--- src/rtl/sdram_arb.sv ---
// sdram_arb: round-robin arbiter sharing one SDRAM controller between NPORTS masters.
// Latency: m_valid 1 cycle after s_valid, s_ready in the m_ready cycle, then 2 turnaround cycles.
// Backpressure: requests wait on s_valid until granted; `SDRAM_ARB_FIXED_PRIO_EN selects fixed priority.
module sdram_arb #(
  parameter int NPORTS = 2,
  parameter int AW     = 22
) (
  input  logic                 clk,
  input  logic                 reset,
  input  logic [NPORTS-1:0]    s_valid,
  input  logic [NPORTS*AW-1:0] s_addr,
  input  logic [NPORTS*32-1:0] s_din,
  input  logic [NPORTS*4-1:0]  s_wmask,
  output logic [NPORTS-1:0]    s_ready,
  output logic [31:0]          s_dout,
  output logic [AW-1:0]        m_addr,
  output logic [31:0]          m_din,
  output logic [3:0]           m_wmask,
  output logic                 m_valid,
  input  logic [31:0]          m_dout,
  input  logic                 m_ready,
  output logic                 busy,
  output logic [1:0]           grant_idx
);

  typedef enum logic [1:0] {IDLE, GRANT, DONE} state_t;

  state_t        state, state_nxt;
  logic [1:0]    last, last_nxt, grant_nxt, win;
  logic          any_vld;
  logic          m_valid_nxt;
  logic [AW-1:0] addr_nxt;
  logic [31:0]   din_nxt;
  logic [3:0]    wmask_nxt;

  // Highest-priority candidate is visited last so it overwrites the rest.
  always_comb begin
    win     = '0;
    any_vld = |s_valid;
`ifdef SDRAM_ARB_FIXED_PRIO_EN
    for (int i = NPORTS - 1; i >= 0; i--) begin
      if (s_valid[i]) win = 2'(i);
    end
`else
    for (int k = NPORTS; k >= 1; k--) begin
      if (s_valid[(int'(last) + k) % NPORTS]) win = 2'((int'(last) + k) % NPORTS);
    end
`endif
  end

  always_comb begin
    state_nxt   = state;
    last_nxt    = last;
    grant_nxt   = grant_idx;
    m_valid_nxt = m_valid;
    addr_nxt    = m_addr;
    din_nxt     = m_din;
    wmask_nxt   = m_wmask;
    case (state)
      IDLE: begin
        if (any_vld) begin
          state_nxt   = GRANT;
          m_valid_nxt = 1'b1;
          grant_nxt   = win;
          addr_nxt    = s_addr[int'(win)*AW +: AW];
          din_nxt     = s_din[int'(win)*32 +: 32];
          wmask_nxt   = s_wmask[int'(win)*4 +: 4];
        end
      end
      GRANT: begin
        if (m_ready) begin
          state_nxt   = DONE;
          m_valid_nxt = 1'b0;
          last_nxt    = grant_idx;
        end
      end
      DONE:    state_nxt = IDLE;
      default: state_nxt = IDLE;
    endcase
  end

  always_ff @(posedge clk or posedge reset) begin
    if (reset) begin
      state     <= IDLE;
      last      <= 2'(NPORTS - 1);
      grant_idx <= '0;
      m_valid   <= 1'b0;
      m_addr    <= '0;
      m_din     <= '0;
      m_wmask   <= '0;
    end else begin
      state     <= state_nxt;
      last      <= last_nxt;
      grant_idx <= grant_nxt;
      m_valid   <= m_valid_nxt;
      m_addr    <= addr_nxt;
      m_din     <= din_nxt;
      m_wmask   <= wmask_nxt;
    end
  end

  // m_ready outside GRANT is spurious and never reaches a port.
  always_comb begin
    s_ready = '0;
    for (int i = 0; i < NPORTS; i++) begin
      s_ready[i] = m_ready && (state == GRANT) && (grant_idx == 2'(i));
    end
  end

  assign s_dout = m_dout;
  assign busy   = (state == GRANT) || (state == DONE);

endmodule
--- config.mk ---
export PLATFORM = sky130hd
export DESIGN_NAME = sdram_arb
export DESIGN_NICKNAME = d
export VERILOG_FILES = /design/src/rtl/sdram_arb.sv
export SDC_FILE = /design/constraint.sdc
export NUM_CORES = 1
export LEC_CHECK = 0
export CAP_MARGIN = 40
export CORE_ASPECT_RATIO = 0.9
export CORE_MARGIN = 2
export CORE_UTILIZATION = 36
export DETAILED_ROUTE_END_ITERATION = 8
export GPL_TIMING_DRIVEN = 0
export MAX_ROUTING_LAYER = met4
export PLACE_DENSITY = 0.86
export SKIP_CTS_REPAIR_TIMING = 1
export SLEW_MARGIN = 40
export SYNTH_ARGS = -nofsm -noshare
export SYNTH_HDL_FRONTEND = slang
export SYNTH_SLANG_ARGS = --single-unit
export TNS_END_PERCENT = 1
--- constraint.sdc ---
create_clock -name clk -period 4 [get_ports clk]
set_input_delay 0.6 -clock clk [delete_from_list [all_inputs] [get_ports clk]]
set_output_delay 0.6 -clock clk [all_outputs]
set_load 0.05 [all_outputs]
==> results.sh, run 1 <==
export IMPL_status="complete, no violations"
export IMPL_layout_commonest_cell="clkdlybuf4s50_1"
export IMPL_max_cap_viol_count=0
export IMPL_yosys_warnings=0
export IMPL_timing_worst_slew_pin_value_ns=0.555
export IMPL_postRouteAntennaNets=0
export IMPL_setup_ws_ns=1.26
export IMPL_r2r_slack_ns=2.16
export IMPL_clk_latency_ns=0.33
export IMPL_min_path_cells=2
export IMPL_drv_slew=0
export IMPL_die_h_um=92.8
export IMPL_gp_congestion=0.820
export IMPL_slowest_stage="clkdlybuf4s50_1"
export IMPL_power_density_nw_per_um2=836
export IMPL_avgSynthCellArea_um2=8.35
export IMPL_min_path_type="flop to flop"
export IMPL_skew_ns=0.00943
export IMPL_leakage_nw=2.43
export IMPL_core_um2=8530
export IMPL_place_area_um2=5480
export IMPL_post_route_period_util=0.686
export IMPL_multi_input_area_um2=1200
export IMPL_min_to="m_addr[10]"
export IMPL_io_pins=249
export IMPL_cts_made_buffers=9
export IMPL_cts_sinks=63
export IMPL_antenna_found_initial=0
export IMPL_synth_yosys_seq_area_share=0.500
export IMPL_synth_fp_nets=535
export IMPL_detail_route_wl_per_cell_um=15.8
export IMPL_cts_tree="built"
export IMPL_crit_type="input port to output pin"
export IMPL_dp_slack_ns=1.28
export IMPL_synth_seq_cells=63
export IMPL_fin_nets=762
export IMPL_avgViaCountPerCell=4.83
export IMPL_crit_path_end_kind="output pin"
export IMPL_hp_start="m_addr[10]"
export IMPL_final_cell_mix="clkdlybuf4s50_1, a21oi_1, dfrtp_1"
export IMPL_cp_arrival_ns=2.14
export IMPL_crit_path_start_kind="input port"
export IMPL_synth_distinct_cells=23
export IMPL_critPathBufInv=2
export IMPL_wirelength_mm=11.5
export IMPL_drt_initial_drc_count=98
export IMPL_area_growth_pct=79.7
export IMPL_grt_max_degree=34
export IMPL_worstPathCellList="clkdlybuf4s50_1 > and3_1 > clkdlybuf4s50_1"
export IMPL_fin_hold_ws_ns=0.530
export IMPL_drc_errors=0
export IMPL_grt_first_pass_wirelength_mm=17.3
export IMPL_postSynthCellCount=378
export IMPL_grt_usage=0.243
export IMPL_required_ns=3.40
export IMPL_tns_ns=0
export IMPL_top_usage_layer="met2"
export IMPL_setup_viol=0
export IMPL_r2r_cells=7
export IMPL_diodes=0
export IMPL_fmax_mhz=365
export IMPL_start_util=0.370
export IMPL_root_buffer="clkbuf_8"
export IMPL_cpMostUsedCell="clkdlybuf4s50_1"
export IMPL_stdcell_area_um2=5670
export IMPL_hold_violations=0
export IMPL_rows=32
export IMPL_hpwl_mm=9.08
export IMPL_grt_pass1_vias=3509
export IMPL_grtUsageMet1=0.265
export IMPL_crit_fanout=4
export IMPL_regArea_um2=1580
export IMPL_peakVddDrop_uv=422
export IMPL_post_route_min_period_ns=2.74
export IMPL_crit_family="buffers and inverters"
export IMPL_syn_cell_area_um2=3160
export IMPL_drive_gt1_frac=0.113
export IMPL_numPortBuffers=215
export IMPL_nFillCells=736
export IMPL_worstReg2RegEnd="m_addr[13]"
export IMPL_use_met2=0.431
export IMPL_die_w_um=103
export IMPL_rsz0062_at_grt="no"
export IMPL_clockBufferDepth=2
export IMPL_vias=3521
export IMPL_r2r_start="state[1]"
export IMPL_max_stage_delay_ns=0.81
export IMPL_dr_pass1_iters=4
export IMPL_die_area_um2=9530
export IMPL_grt_overflow_total=0
export IMPL_grt_use_met3=0.0566
export IMPL_relSlewSlack=0.629
export IMPL_htree_levels=3
export IMPL_cts_clk_slew_worst_paths_ns=0.07
-- cell families after synthesis --
logic type,after synthesis,synth area share
muxes,2,0.00674
and+or+nand+nor,120,0.145
AOI/OAI and AO/OA,127,0.211
other,1,0.00119
DFF,63,0.500
adders and majority gates,4,0.0159
buffers and inverters,61,0.121
-- sequential cells by signal, indices dropped and copies added (netlist names) --
name,cells
state,2
grant_idx,1
m_din,32
m_wmask,4
last,1
m_addr,22
m_valid,1
-- synthesized netlist by cell type --
library cell	n	share of area
and3_1	1	0.0020
buf_4	37	0.088
mux2_2	1	0.0036
a21o_1	1	0.0024
a21boi_2	1	0.0036
a21bo_2	1	0.0032
dfstp_2	1	0.0083
mux2i_1	1	0.0032
buf_2	10	0.016
nand2_1	59	0.070
o21ai_0	2	0.0032
ha_1	4	0.016
o21a_1	2	0.0048
o21ai_2	1	0.0028
nor2_1	59	0.070
dfrtp_1	62	0.49
clkbuf_1	10	0.012
conb_1	1	0.0012
nor3b_1	1	0.0024
inv_1	4	0.0048
a22o_2	1	0.0032
o31ai_1	1	0.0024
a21oi_1	117	0.19
-- through the flow --
stage | instances | utilization | power, mW
2_1_floorplan | 378 | - | 3.13
3_3_place_gp | 712 | 0.640 | 4.13
3_5_place_dp | 713 | 0.642 | 4.22
4_1_cts | 729 | 0.665 | 4.78
5_1_grt | 729 | 0.665 | 5.02
6_report | 729 | 0.665 | 4.74
-- power breakdown --
part / total (mW) / switching [mW] / internal (mW) / leakage, nW
Combinational: 3.04 / 2.01 / 1.03 / 1.62
Clock: 0.544 / 0.242 / 0.302 / 0.100
Sequential: 1.16 / 0.184 / 0.971 / 0.708
-- how the worst max path moves through the flow --
| stage | startpoint | endpoint | cells after the start |
|---|---|---|---|
| final | m_ready | s_ready[1] | 3 |
| after global placement | reset | m_addr[21] | 2 |
| after detailed placement | m_ready | s_ready[1] | 3 |
| after CTS | m_ready | s_ready[1] | 3 |
| after floorplan | reset | grant_idx[0] | 1 |
| after global routing | m_ready | s_ready[1] | 3 |
-- cell type report --
class,count,area share
buffer,57,0.0644
multi-input combinational,254,0.211
tap,119,0.0263
inverter,4,0.00309
sequential,63,0.278
clock inverter,4,0.00795
timing repair buffer,216,0.383
clock buffer,12,0.0256
-- tightest hold or removal path, stage by stage, from the launching register on --
cell     delay, ns
dfrtp_1       0.34
nor2_1        0.05
a21oi_1       0.10
-- metal layers --
metal / share of wire / vias to the layer above
met5: 0 / -
met1: 0.38 / 1666
met3: 0.079 / 18
li1: - / 1669
met2: 0.52 / 168
met4: 0.018 / 0
No activity file was read; power rests on OpenSTA's default activity.
==> inputs of run 2 (changes only) <==
--- a/config.mk
+++ b/config.mk
@@ -8,11 +8,11 @@
 export CAP_MARGIN = 40
 export CORE_ASPECT_RATIO = 0.9
 export CORE_MARGIN = 2
-export CORE_UTILIZATION = 36
+export CORE_UTILIZATION = 30
 export DETAILED_ROUTE_END_ITERATION = 8
 export GPL_TIMING_DRIVEN = 0
 export MAX_ROUTING_LAYER = met4
-export PLACE_DENSITY = 0.86
+export PLACE_DENSITY = 0.77
 export SKIP_CTS_REPAIR_TIMING = 1
 export SLEW_MARGIN = 40
 export SYNTH_ARGS = -nofsm -noshare
==> constraint.sdc (replaced) <==
create_clock -name clk -period 2.45 [get_ports clk]
set_input_delay 0.3675 -clock clk [delete_from_list [all_inputs] [get_ports clk]]
set_output_delay 0.3675 -clock clk [all_outputs]
set_load 0.05 [all_outputs]
==> run 2 against run 1 <==
Non-clock buffer count did not move. Via count shrank 1.4%. Sequential share of layout area decreased by 0.36 points. Critical endpoint is now busy. Global-route usage decreased by 5.2 points. Clock-buffer cell count stayed put. Wire length down 5.6%. Combinational power up 62%. Sequential power up 63%. Register-to-register slack lost 1.5 ns.
==> results.sh, run 2 (synthesis gave the netlist of run 1 again) <==
export IMPL_grt_usage=0.190
export IMPL_clockBufferDepth=2
export IMPL_drt_initial_drc_count=99
export IMPL_numPortBuffers=215
export IMPL_largestRegisters="m_din x32, m_addr x22, m_wmask x4"
export IMPL_top_register="m_din"
export IMPL_setup_viol=0
export IMPL_hold_violations=0
export IMPL_fin_hold_ws_ns=0.383
export IMPL_final_cell_mix="clkdlybuf4s50_1, a21oi_1, dfrtp_1"
export IMPL_area_growth_pct=82.0
export IMPL_dr_pass1_iters=4
export IMPL_fmax_mhz=450
export IMPL_drv_slew=0
export IMPL_max_cap_viol_count=0
export IMPL_clk_latency_ns=0.31
export IMPL_cp_arrival_ns=1.86
export IMPL_cts_clk_slew_worst_paths_ns=0.05
export IMPL_peakVddDrop_uv=763
export IMPL_postLayoutCoreUtil=0.560
export IMPL_r2r_start="state[0]"
export IMPL_crit_path_end_kind="output pin"
export IMPL_fin_nets=762
export IMPL_critPathLaunch="state[0]"
export IMPL_detail_route_wl_per_cell_um=14.7
export IMPL_rows=35
export IMPL_slowest_stage="clkdlybuf4s50_1"
export IMPL_htree_levels=3
export IMPL_crit_family="buffers and inverters"
export IMPL_drive_gt1_frac=0.109
export IMPL_postRouteAntennaNets=0
export IMPL_start_util=0.308
export IMPL_die_h_um=101
export IMPL_hpwl_mm=8.54
export IMPL_cts_tree="built"
export IMPL_max_stage_delay_ns=0.79
export IMPL_crit_type="flop to output pin"
export IMPL_p_int_mw=3.94
export IMPL_relSlewSlack=0.644
export IMPL_switching_share=0.502
export IMPL_post_route_min_period_ns=2.22
export IMPL_top_usage_layer="met2"
export IMPL_diodes=0
export IMPL_worstPathCellList="inv_1 > ha_1 > clkdlybuf4s50_1"
export IMPL_grt_overflow_total=0
export IMPL_required_ns=2.08
export IMPL_crit_fanout=4
export IMPL_critPathBufInv=2
export IMPL_power_total_mw=7.91
export IMPL_cts_made_buffers=9
export IMPL_drc_errors=0
export IMPL_leakage_nw=2.49
export IMPL_post_route_period_util=0.907
export IMPL_power_density_nw_per_um2=1380
export IMPL_die_area_um2=11400
export IMPL_grt_max_degree=38
export IMPL_cts_sinks=63
export IMPL_gp_congestion=0.849
export IMPL_layout_commonest_cell="clkdlybuf4s50_1"
export IMPL_grtUsageMet1=0.220
export IMPL_vias=3471
export IMPL_use_met2=0.315
export IMPL_avgViaCountPerCell=4.71
export IMPL_power_frac_comb=0.624
export IMPL_p_clk_frac=0.137
export IMPL_die_w_um=112
export IMPL_largest_register_ffs=32
export IMPL_antenna_found_initial=0
export IMPL_power_switching_mw=3.97
export IMPL_skew_ns=0.00597
export IMPL_pwr_share_seq=0.239
export IMPL_grt_first_pass_wirelength_mm=16.9
export IMPL_io_pins=249
export IMPL_status="complete, no violations"
export IMPL_wirelength_mm=10.8
export IMPL_timing_worst_slew_pin_value_ns=0.532
export IMPL_min_path_type="input port to async pin"
export IMPL_crit_path_start_kind="flop"
export IMPL_grt_pass1_vias=3554
export IMPL_rsz0062_at_grt="no"
export IMPL_core_um2=10200
export IMPL_root_buffer="clkbuf_16"
export IMPL_grt_use_met3=0.0616
run 2: cell types whose count changed in the layout (fill, tap and decap cells not counted), moves of 2 or more:
cell             previous run  this run
clkdlybuf4s50_1           215       213
dlymetal6s2s_1              0         2
clkbuf_8                   10         0
clkbuf_16                   0         9
run 2: worst paths after layout:
| path | endpoint | slack (ns) | cells after the start |
|---|---|---|---|
| worst max-delay path | busy | 0.23 | 3 |
| worst min-delay path | m_addr[1] | 0.38 | 2 |
| worst max register to register | m_addr[19] | 0.65 | 7 |
| worst min register to register | last[0] | 0.53 | 1 |
| max in group asynchronous | m_addr[2] | 1.55 | 3 |
| min in group clk | last[0] | 0.53 | 1 |
run 2: power by group through the flow:
stage	clock network, mW	registers [mW]	logic [mW]
after floorplan	0	3.62	1.49
after global placement	0	1.87	4.89
after detailed placement	0	1.91	4.98
after CTS	1.12	1.89	4.99
after global routing	1.17	1.95	5.27
final	1.08	1.89	4.94
run 2: layout make-up:
cell class,instances,area (µm²)
clock buffers,12,236
inverters,4,17.5
flip-flops and latches,63,1580
multi-input cells,254,1200
repair buffers,216,2180
plain buffers,57,365
well taps,129,161
fillers,922,4500
clock inverters,2,10.0
run 2: layer usage:
layer  vias to the layer above  part of all wire
li1                       1670                 -
met2                       171              0.49
met3                        17             0.081
met5                         -                 0
met4                         0             0.017
met1                      1613              0.41
run 2: stage by stage:
step                cells  instance area [µm²]  setup slack [ns]  setup TNS [ns]
finish                737                 5740             0.227               0
global route          737                 5740             0.161               0
CTS                   737                 5740            0.0640               0
detailed placement    723                 5490             0.182               0
floorplan             378                 3160             0.514               0
global placement      722                 5470            -0.649          -40.02
==> inputs of run 3 (changes only) <==
--- a/config.mk
+++ b/config.mk
@@ -7,12 +7,13 @@
 export LEC_CHECK = 0
 export CAP_MARGIN = 40
 export CORE_ASPECT_RATIO = 0.9
-export CORE_MARGIN = 2
+export CORE_MARGIN = 3
 export CORE_UTILIZATION = 30
 export DETAILED_ROUTE_END_ITERATION = 8
 export GPL_TIMING_DRIVEN = 0
 export MAX_ROUTING_LAYER = met4
 export PLACE_DENSITY = 0.77
+export SETUP_SLACK_MARGIN = 0.5
 export SKIP_CTS_REPAIR_TIMING = 1
 export SLEW_MARGIN = 40
 export SYNTH_ARGS = -nofsm -noshare
==> run 3 against run 2 <==
Global-route usage shrank 0.22 points. Wire length rose by 5.9%. Register-to-register slack better by 0.03 ns. Critical path type unchanged. Sequential power about the same. Clock skew barely moved. Largest cell class unchanged. Highest routed layer unchanged. Power up 3.8%.
==> results.sh, run 3 (synthesis gave the netlist of run 1 again) <==
export IMPL_status="complete, no violations"
export IMPL_routed_wl_met2_mm=5.70
export IMPL_crit_end="s_ready[1]"
export IMPL_crit_path_end_kind="output pin"
export IMPL_top_register="m_din"
export IMPL_power_switching_mw=4.00
export IMPL_die_h_um=103
export IMPL_min_path_type="input port to async pin"
export IMPL_dp_cells=720
export IMPL_largestRegisters="m_din x32, m_addr x22, m_wmask x4"
export IMPL_r2r_slack_ns=0.68
export IMPL_crit_fanout=5
export IMPL_power_total_mw=8.21
export IMPL_max_stage_delay_ns=0.44
export IMPL_postRouteAntennaNets=0
export IMPL_hold_violations=0
export IMPL_p_int_mw=4.21
export IMPL_leakage_nw=2.53
export IMPL_root_buffer="clkbuf_16"
export IMPL_relSlewSlack=0.631
export IMPL_diodes=0
export IMPL_avgViaCountPerCell=4.69
export IMPL_post_route_min_period_ns=2.01
export IMPL_cts_tree="built"
export IMPL_vias=3455
export IMPL_final_cell_mix="clkdlybuf4s50_1, a21oi_1, dfrtp_1"
export IMPL_die_w_um=114
export IMPL_htree_levels=3
export IMPL_area_growth_pct=84.5
export IMPL_drc_errors=0
export IMPL_die_area_um2=11800
export IMPL_numPortBuffers=215
export IMPL_layout_commonest_cell="clkdlybuf4s50_1"
export IMPL_dr_pass1_iters=4
export IMPL_r2r_cells=7
export IMPL_fmax_mhz=499
export IMPL_place_area_um2=5490
export IMPL_grt_pass1_vias=3353
export IMPL_max_cap_viol_count=0
export IMPL_wl_met3_mm=1.09
export IMPL_pwr_share_seq=0.229
export IMPL_setup_viol=0
export IMPL_antenna_found_initial=0
export IMPL_required_ns=2.08
export IMPL_cts_sinks=63
export IMPL_stdcell_area_um2=5820
export IMPL_rsz0062_at_grt="yes"
export IMPL_clk_latency_ns=0.32
export IMPL_io_pins=249
export IMPL_gp_congestion=0.822
export IMPL_r2r_start="state[0]"
export IMPL_clockBufferDepth=2
export IMPL_drt_initial_drc_count=127
export IMPL_cts_made_buffers=9
export IMPL_cts_clk_slew_worst_paths_ns=0.05
export IMPL_timing_worst_slew_pin_value_ns=0.552
export IMPL_core_um2=9950
export IMPL_detail_route_wl_per_cell_um=15.6
export IMPL_top_layer_used="met4"
export IMPL_skew_ns=0.00574
export IMPL_grt_max_degree=33
export IMPL_largest_register_ffs=32
export IMPL_post_route_period_util=0.819
export IMPL_drv_slew=0
export IMPL_nFillCells=878
export IMPL_hpwl_mm=9.03
export IMPL_crit_type="flop to output pin"
export IMPL_wirelength_mm=11.5
export IMPL_critPathBufInv=2
export IMPL_crit_family="buffers and inverters"
export IMPL_worstReg2RegEnd="m_addr[18]"
export IMPL_slowest_stage="dlymetal6s2s_1"
export IMPL_path_depth=4
export IMPL_critPathLaunch="state[1]"
export IMPL_grt_first_pass_wirelength_mm=16.7
export IMPL_drive_gt1_frac=0.113
export IMPL_cp_arrival_ns=1.64
export IMPL_grt_usage=0.188
export IMPL_power_frac_comb=0.603
export IMPL_start_util=0.317
export IMPL_switching_share=0.487
export IMPL_peakVddDrop_uv=841
export IMPL_p_clk_frac=0.167
export IMPL_rows=34
export IMPL_grt_overflow_total=0
export IMPL_wirelength_met1_mm=4.58
export IMPL_crit_path_start_kind="flop"
export IMPL_fin_nets=762
export IMPL_stdcell_count=736
export IMPL_worstPathCellList="inv_1 > ha_1 > and3_1 > dlymetal6s2s_1"
export IMPL_power_density_nw_per_um2=1410
==> run 3: cell types whose count changed in the layout (fill, tap and decap cells not counted), sizes merged <==
cell | before | now
bufinv | 0 | 2
clkbuf | 22 | 23
clkdlybuf4s50 | 213 | 212
clkinv | 2 | 1
dlymetal6s2s | 2 | 3
==> run 3: worst min-delay path by stage <==
stage | start | endpoint | slack (ns) | cells past startpoint
2_1_floorplan | s_addr[21] | m_addr[21] | 0.50 | 2
3_3_place_gp | m_valid | m_valid | 0.49 | 2
3_5_place_dp | m_valid | m_valid | 0.51 | 2
4_1_cts | reset | m_din[24] | 0.41 | 2
5_1_grt | reset | m_din[24] | 0.44 | 2
6_report | reset | m_din[24] | 0.40 | 2
==> run 3: area by class of cell <==
cell class / instances / area, µm² / share of cell area
repair buffers: 216 / 2180 / 0.374
inverters: 4 / 17.5 / 0.00301
multi-input cells: 254 / 1200 / 0.206
flip-flops and latches: 63 / 1580 / 0.271
clock buffers: 13 / 260 / 0.0447
clock inverters: 3 / 65.1 / 0.0112
well taps: 126 / 158 / 0.0271
plain buffers: 57 / 365 / 0.0628
==> run 3: layer usage <==
layer / vias to the layer above / track usage
met1: 1614 / 0.216
met4: 0 / 0.0466
met2: 159 / 0.328
met3: 9 / 0.0535
met5: - / -
li1: 1673 / -
==> run 3: per-stage QoR <==
stage | TNS, ns | util | hold WS [ns] | worst slack [ns]
floorplan | 0 | - | 0.496 | 0.514
global placement | -46.40 | 0.549 | 0.494 | -0.750
detailed placement | 0 | 0.551 | 0.514 | 0.183
CTS | 0 | 0.584 | 0.405 | 0.0458
global route | 0 | 0.585 | 0.444 | 0.362
finish | 0 | 0.585 | 0.397 | 0.445
==> run 3: power groups by stage <==
stage                     Clock (mW)  Sequential [mW]  Combinational, mW
after global routing            1.46             1.95               5.26
final                           1.37             1.88               4.96
after floorplan                    0             3.62               1.49
after global placement             0             1.86               4.92
after CTS                       1.41             1.89               5.01
after detailed placement           0             1.90               4.99
